[src/rtl/gol_grid_reader.sv]
// Snapshots the game-of-life grid on request and streams it out one row per beat over valid/ready.
// Optional live-cell population count: define GOL_READER_POPCOUNT_EN.
module gol_grid_reader #(
   parameter int WIDTH    = 8,
   parameter int HEIGHT   = 8,
   parameter int ROW_BITS = 3,
   parameter int POP_BITS = 7
) (
   input  logic                      i_clk,
   input  logic                      i_reset,
   input  logic [WIDTH*HEIGHT-1:0]   i_cells,
   input  logic                      i_capture,
   input  logic                      i_ready,
   output logic                      o_valid,
   output logic [WIDTH-1:0]          o_row_data,
   output logic [ROW_BITS-1:0]       o_row_idx,
   output logic                      o_last,
   output logic                      o_busy,
   output logic                      o_frame_done
`ifdef GOL_READER_POPCOUNT_EN
   ,
   output logic [POP_BITS-1:0]       o_population
`endif
);

   if (HEIGHT < 2 || (2**ROW_BITS) < HEIGHT || (2**POP_BITS) <= WIDTH*HEIGHT) begin : g_param_check
      $error("gol_grid_reader: inconsistent WIDTH/HEIGHT/ROW_BITS/POP_BITS");
   end

   typedef enum logic {IDLE, STREAM} state_t;

   localparam logic [ROW_BITS-1:0] LAST_ROW = ROW_BITS'(HEIGHT - 1);

   state_t              state;
   logic [WIDTH-1:0]    snap [HEIGHT];
   logic [ROW_BITS-1:0] row;
   logic                frame_done;
   logic                streaming;
   logic                xfer;

   assign streaming = (state == STREAM);
   assign xfer      = streaming && i_ready;

   always_ff @(posedge i_clk or posedge i_reset) begin
      if (i_reset) begin
         state      <= IDLE;
         row        <= '0;
         frame_done <= 1'b0;
         for (int r = 0; r < HEIGHT; r++) snap[r] <= '0;
      end else begin
         frame_done <= 1'b0;
         case (state)
            IDLE: begin
               if (i_capture) begin
                  for (int r = 0; r < HEIGHT; r++) snap[r] <= i_cells[r*WIDTH +: WIDTH];
                  row   <= '0;
                  state <= STREAM;
               end
            end
            STREAM: begin
               if (i_ready) begin
                  if (row == LAST_ROW) begin
                     // Counter returns to 0 so the idle outputs match reset.
                     row        <= '0;
                     state      <= IDLE;
                     frame_done <= 1'b1;
                  end else begin
                     row <= row + 1'b1;
                  end
               end
            end
            default: state <= IDLE;
         endcase
      end
   end

   assign o_valid      = streaming;
   assign o_busy       = streaming;
   assign o_row_idx    = row;
   assign o_row_data   = streaming ? snap[row] : '0;
   assign o_last       = streaming && (row == LAST_ROW);
   assign o_frame_done = frame_done;

`ifdef GOL_READER_POPCOUNT_EN
   function automatic logic [POP_BITS-1:0] row_pop(input logic [WIDTH-1:0] d);
      logic [POP_BITS-1:0] n;
      n = '0;
      for (int i = 0; i < WIDTH; i++) n = n + POP_BITS'(d[i]);
      return n;
   endfunction

   logic [POP_BITS-1:0] pop;

   always_ff @(posedge i_clk or posedge i_reset) begin
      if (i_reset) begin
         pop <= '0;
      end else if (!streaming && i_capture) begin
         pop <= '0;
      end else if (xfer) begin
         pop <= pop + row_pop(snap[row]);
      end
   end

   assign o_population = pop;
`else
   logic unused_xfer;
   assign unused_xfer = xfer;
`endif

endmodule

[config.mk]
export PLATFORM = sky130hd
export DESIGN_NAME = gol_grid_reader
export DESIGN_NICKNAME = d
export VERILOG_FILES = /design/src/rtl/gol_grid_reader.sv
export SDC_FILE = /design/constraint.sdc
export NUM_CORES = 1
export LEC_CHECK = 0
export CORE_MARGIN = 2
export CORE_UTILIZATION = 44
export DETAILED_ROUTE_END_ITERATION = 10
export PLACE_DENSITY = 0.76
export SYNTH_ARGS = -nofsm -noshare
export SYNTH_HDL_FRONTEND = slang
export SYNTH_SLANG_ARGS = --single-unit
[constraint.sdc]
create_clock -name i_clk -period 1.9 [get_ports i_clk]
set_clock_uncertainty 0.1 [all_clocks]
set_input_delay 0.19 -clock i_clk [delete_from_list [all_inputs] [get_ports i_clk]]
set_output_delay 0.19 -clock i_clk [all_outputs]
set_load 0.005 [all_outputs]
==> flow_metrics.env, run 1 <==
export IMPL_place_area_sq_um=4192
export IMPL_top_layer_used="met4"
export IMPL_synth_cell_types=20
export IMPL_slew_violations=0
export IMPL_rows=30
export IMPL_post_drt_wl_per_cell_microns=16.68
export IMPL_yosys_register_bits=69
export IMPL_drt_iter0_drc=107
export IMPL_seq_power_share=0.362
export IMPL_wl_microns=6671
export IMPL_violations="setup timing"
export IMPL_cap_violations=0
export IMPL_setup_slack_ns=-0.2061
export IMPL_timing_critical_path_fanout_max=4
export IMPL_grt_util_all_layers=0.1830
export IMPL_gr_total_overflow=0
export IMPL_rsz0062_at_grt="yes"
export IMPL_p_total_mw=7.071
export IMPL_crit_type="reg2out"
export IMPL_swShare=0.2627
export IMPL_coreArea_sq_um=6869
export IMPL_hold_viol=0
export IMPL_met1_length_microns=2938
export IMPL_grt_pass1_wl_microns=10610
export IMPL_synth_edff_count=0
export IMPL_detail_route_first_pass_iterations=4
export IMPL_cp_end_kind="primary output"
export IMPL_die_x_microns=88.86
export IMPL_start_kind="register"
export IMPL_drive_gt1_frac=0.4441
export IMPL_relSlewSlack=0.7319
export IMPL_drcViolationCount=0
export IMPL_power_switching_mw=1.858
export IMPL_synth_nets=265
export IMPL_area_growth_pct=44.23
export IMPL_synthFlopType="dfrtp_1"
export IMPL_max_clock_path_buffers=2
export IMPL_ctsHoldBuffers=0
export IMPL_met2_length_microns=3211
export IMPL_hp_class="in2async"
export IMPL_place_ws_ns=-0.1553
export IMPL_path_clk_slew_ns=0.07
export IMPL_finalSetupTns_ns=-1.279
export IMPL_power_density_nw_per_um2=1547
export IMPL_synthTopCellsByArea="dfrtp_1, mux2_2, mux4_1"
export IMPL_cts_root_buffer="clkbuf_8"
export IMPL_p_int_mw=5.213
export IMPL_grt_pass1_vias=2106
export IMPL_combPwrFrac=0.393
export IMPL_async_flop_share=1.000
export IMPL_vdd_drop_max_v=0.0007512
export IMPL_cts_sinks=69
export IMPL_die_h_microns=88.86
export IMPL_routed_wl_met3_microns=424
export IMPL_pwr_share_clk=0.246
export IMPL_cp_arrival_ns=1.82
export IMPL_fin_nets=370
export IMPL_start_util=0.4612
export IMPL_final_design_area_no_fill_sq_um=4569
export IMPL_cts_buffers=9
export IMPL_die_area_sq_um=7895
export IMPL_n_antenna_cell=0
export IMPL_clkLatencyLatePin_ns=0.34
export IMPL_finalSetupViolCount=8
export IMPL_ioPinCount=83
export IMPL_synth_cells=194
export IMPL_ys_warn_count=0
export IMPL_yosysTopAreaCellShare=0.5450
export IMPL_seq_area_frac_synth=0.5450
export IMPL_place_inst=374
export IMPL_layout_min_cycle_time_ns=2.106
export IMPL_port_buffers=82
export IMPL_synth_area_sq_um=3168
export IMPL_via_per_inst=5.033
export IMPL_cellLeakagePower_nw=1.964
export IMPL_antenna_found_initial=0
export IMPL_dp_hpwl_microns=4414
export IMPL_fin_cells=400
export IMPL_avgSynthCellArea_sq_um=16.33
export IMPL_ant_nets=0
export IMPL_required_ns=1.61
export IMPL_via_count=2013
export IMPL_fmax_ghz=0.4748
export IMPL_synth_top_area_cell="dfrtp_1"
export IMPL_h_tree_depth=3
export IMPL_fin_crit_sh=1.108
export IMPL_worst_slew_pin_slew_ns=0.3997
export IMPL_cts_tree="built"
export IMPL_grt_start_max_net_pins=70
export IMPL_place_gp_congestion=0.7537
export IMPL_status="finished with violations"
## per-stage QoR
step / util / hold WS [ns]
floorplan: - / 0.2365
global placement: 0.6102 / 0.3811
detailed placement: 0.6102 / 0.3886
CTS: 0.6619 / 0.2000
global route: 0.6652 / 0.2230
finish: 0.6652 / 0.1944
## cells in the final DEF (no fill, tap or decap)
master           synthesis  routed
dfrtp_1                 69      68
clkdlybuf4s50_1          0      72
and3_1                   1       1
mux4_1                  11       3
mux4_2                   5      13
nor2_1                  11      11
a22o_2                   1       1
mux2_2                  65      65
buf_2                    9       8
ha_1                     3       1
o21bai_1                 1       1
dlymetal6s2s_1           0       1
and2_4                   0       1
bufinv_16                0       5
buf_6                    1      11
clkinvlp_4               0       2
buf_4                    2      10
mux2i_1                  8       8
ha_4                     0       2
a32o_1                   1       1
buf_8                    0       1
buf_12                   1       4
nand2_1                  1       1
clkbuf_8                 0      10
clkinv_1                 1       1
dfrtp_2                  0       1
nor2b_4                  0       1
## worst paths after layout
kind | slack, ns | cells past startpoint | end | startpoint
max | -0.21 | 6 | o_row_data[7] | o_row_idx[1]$_DFFE_PP0P_
min | 0.19 | 3 | snap[52]$_DFFE_PP0P_ | i_reset
max reg2reg | 0.33 | 4 | snap[34]$_DFFE_PP0P_ | o_busy$_DFF_PP0_
min reg2reg | 0.41 | 1 | snap[31]$_DFFE_PP0P_ | snap[31]$_DFFE_PP0P_
max in group asynchronous | 1.22 | 3 | o_row_idx[1]$_DFFE_PP0P_ | i_reset
min in group i_clk | 0.35 | 2 | snap[48]$_DFFE_PP0P_ | i_cells[8]
## worst max-delay path, stage by stage, from the launching register on
cell and delay [ns]:
dfrtp_2 0.42, buf_6 0.14, buf_6 0.09, mux4_2 0.48
mux2i_1 0.15, nor2_1 0.06, buf_2 0.13
## routing by layer
| layer | vias up | global-route usage |
|---|---|---|
| li1 | 927 | - |
| met1 | 1017 | 0.2448 |
| met2 | 59 | 0.2829 |
| met3 | 10 | 0.06063 |
| met4 | 0 | 0.06198 |
| met5 | - | 0 |
## cell usage after synthesis (2+ instances only)
cell type and instances:
buf_2 9, buf_4 2, dfrtp_1 69, ha_1 3
mux2_2 65, mux2i_1 8, mux4_1 11, mux4_2 5
nor2_1 11
## cell families after synthesis
group,Yosys count,synth area share
compound gates,3,0.008690
fa+ha+maj,3,0.01185
buf+inv,15,0.03120
flops,69,0.5450
mux,89,0.3831
simple gates,15,0.02014
## power groups by stage
stage	registers, mW	logic, mW	clock network, mW
after floorplan	2.42	1.73	0
after global placement	2.52	2.62	0
after detailed placement	2.55	2.68	0
after CTS	2.56	2.77	1.77
after global routing	2.64	3.02	1.84
final	2.56	2.78	1.74
## registers in the layout (all words and copies together) (netlist names)
name / cells
o_frame_done: 1
snap: 64
o_row_idx: 3
o_busy: 1
## area by class of cell
type,instances,area (sq um)
tap,96,120.1
fill,533,2300
sequential,69,1728
clock inverter,6,157.7
multi-input combinational,110,1348
timing repair buffer,107,1067
clock buffer,10,137.6
inverter,2,11.26
## repair_timing
item	in CTS	in global routing
resized for setup	58	8
endpoints found under the setup margin	9	12
setup buffers	10	2
pin swaps	2	6
(Power assumes the default switching activity.)
==> run 2: changes to the inputs <==
--- a/config.mk
+++ b/config.mk
@@ -8,6 +8,7 @@
 export CORE_MARGIN = 2
 export CORE_UTILIZATION = 44
 export DETAILED_ROUTE_END_ITERATION = 10
+export GPL_TIMING_DRIVEN = 1
 export PLACE_DENSITY = 0.76
 export SYNTH_ARGS = -nofsm -noshare
 export SYNTH_HDL_FRONTEND = slang
==> results of run 2 <==
Final layout, timing and power as in run 1 (identical DEF).
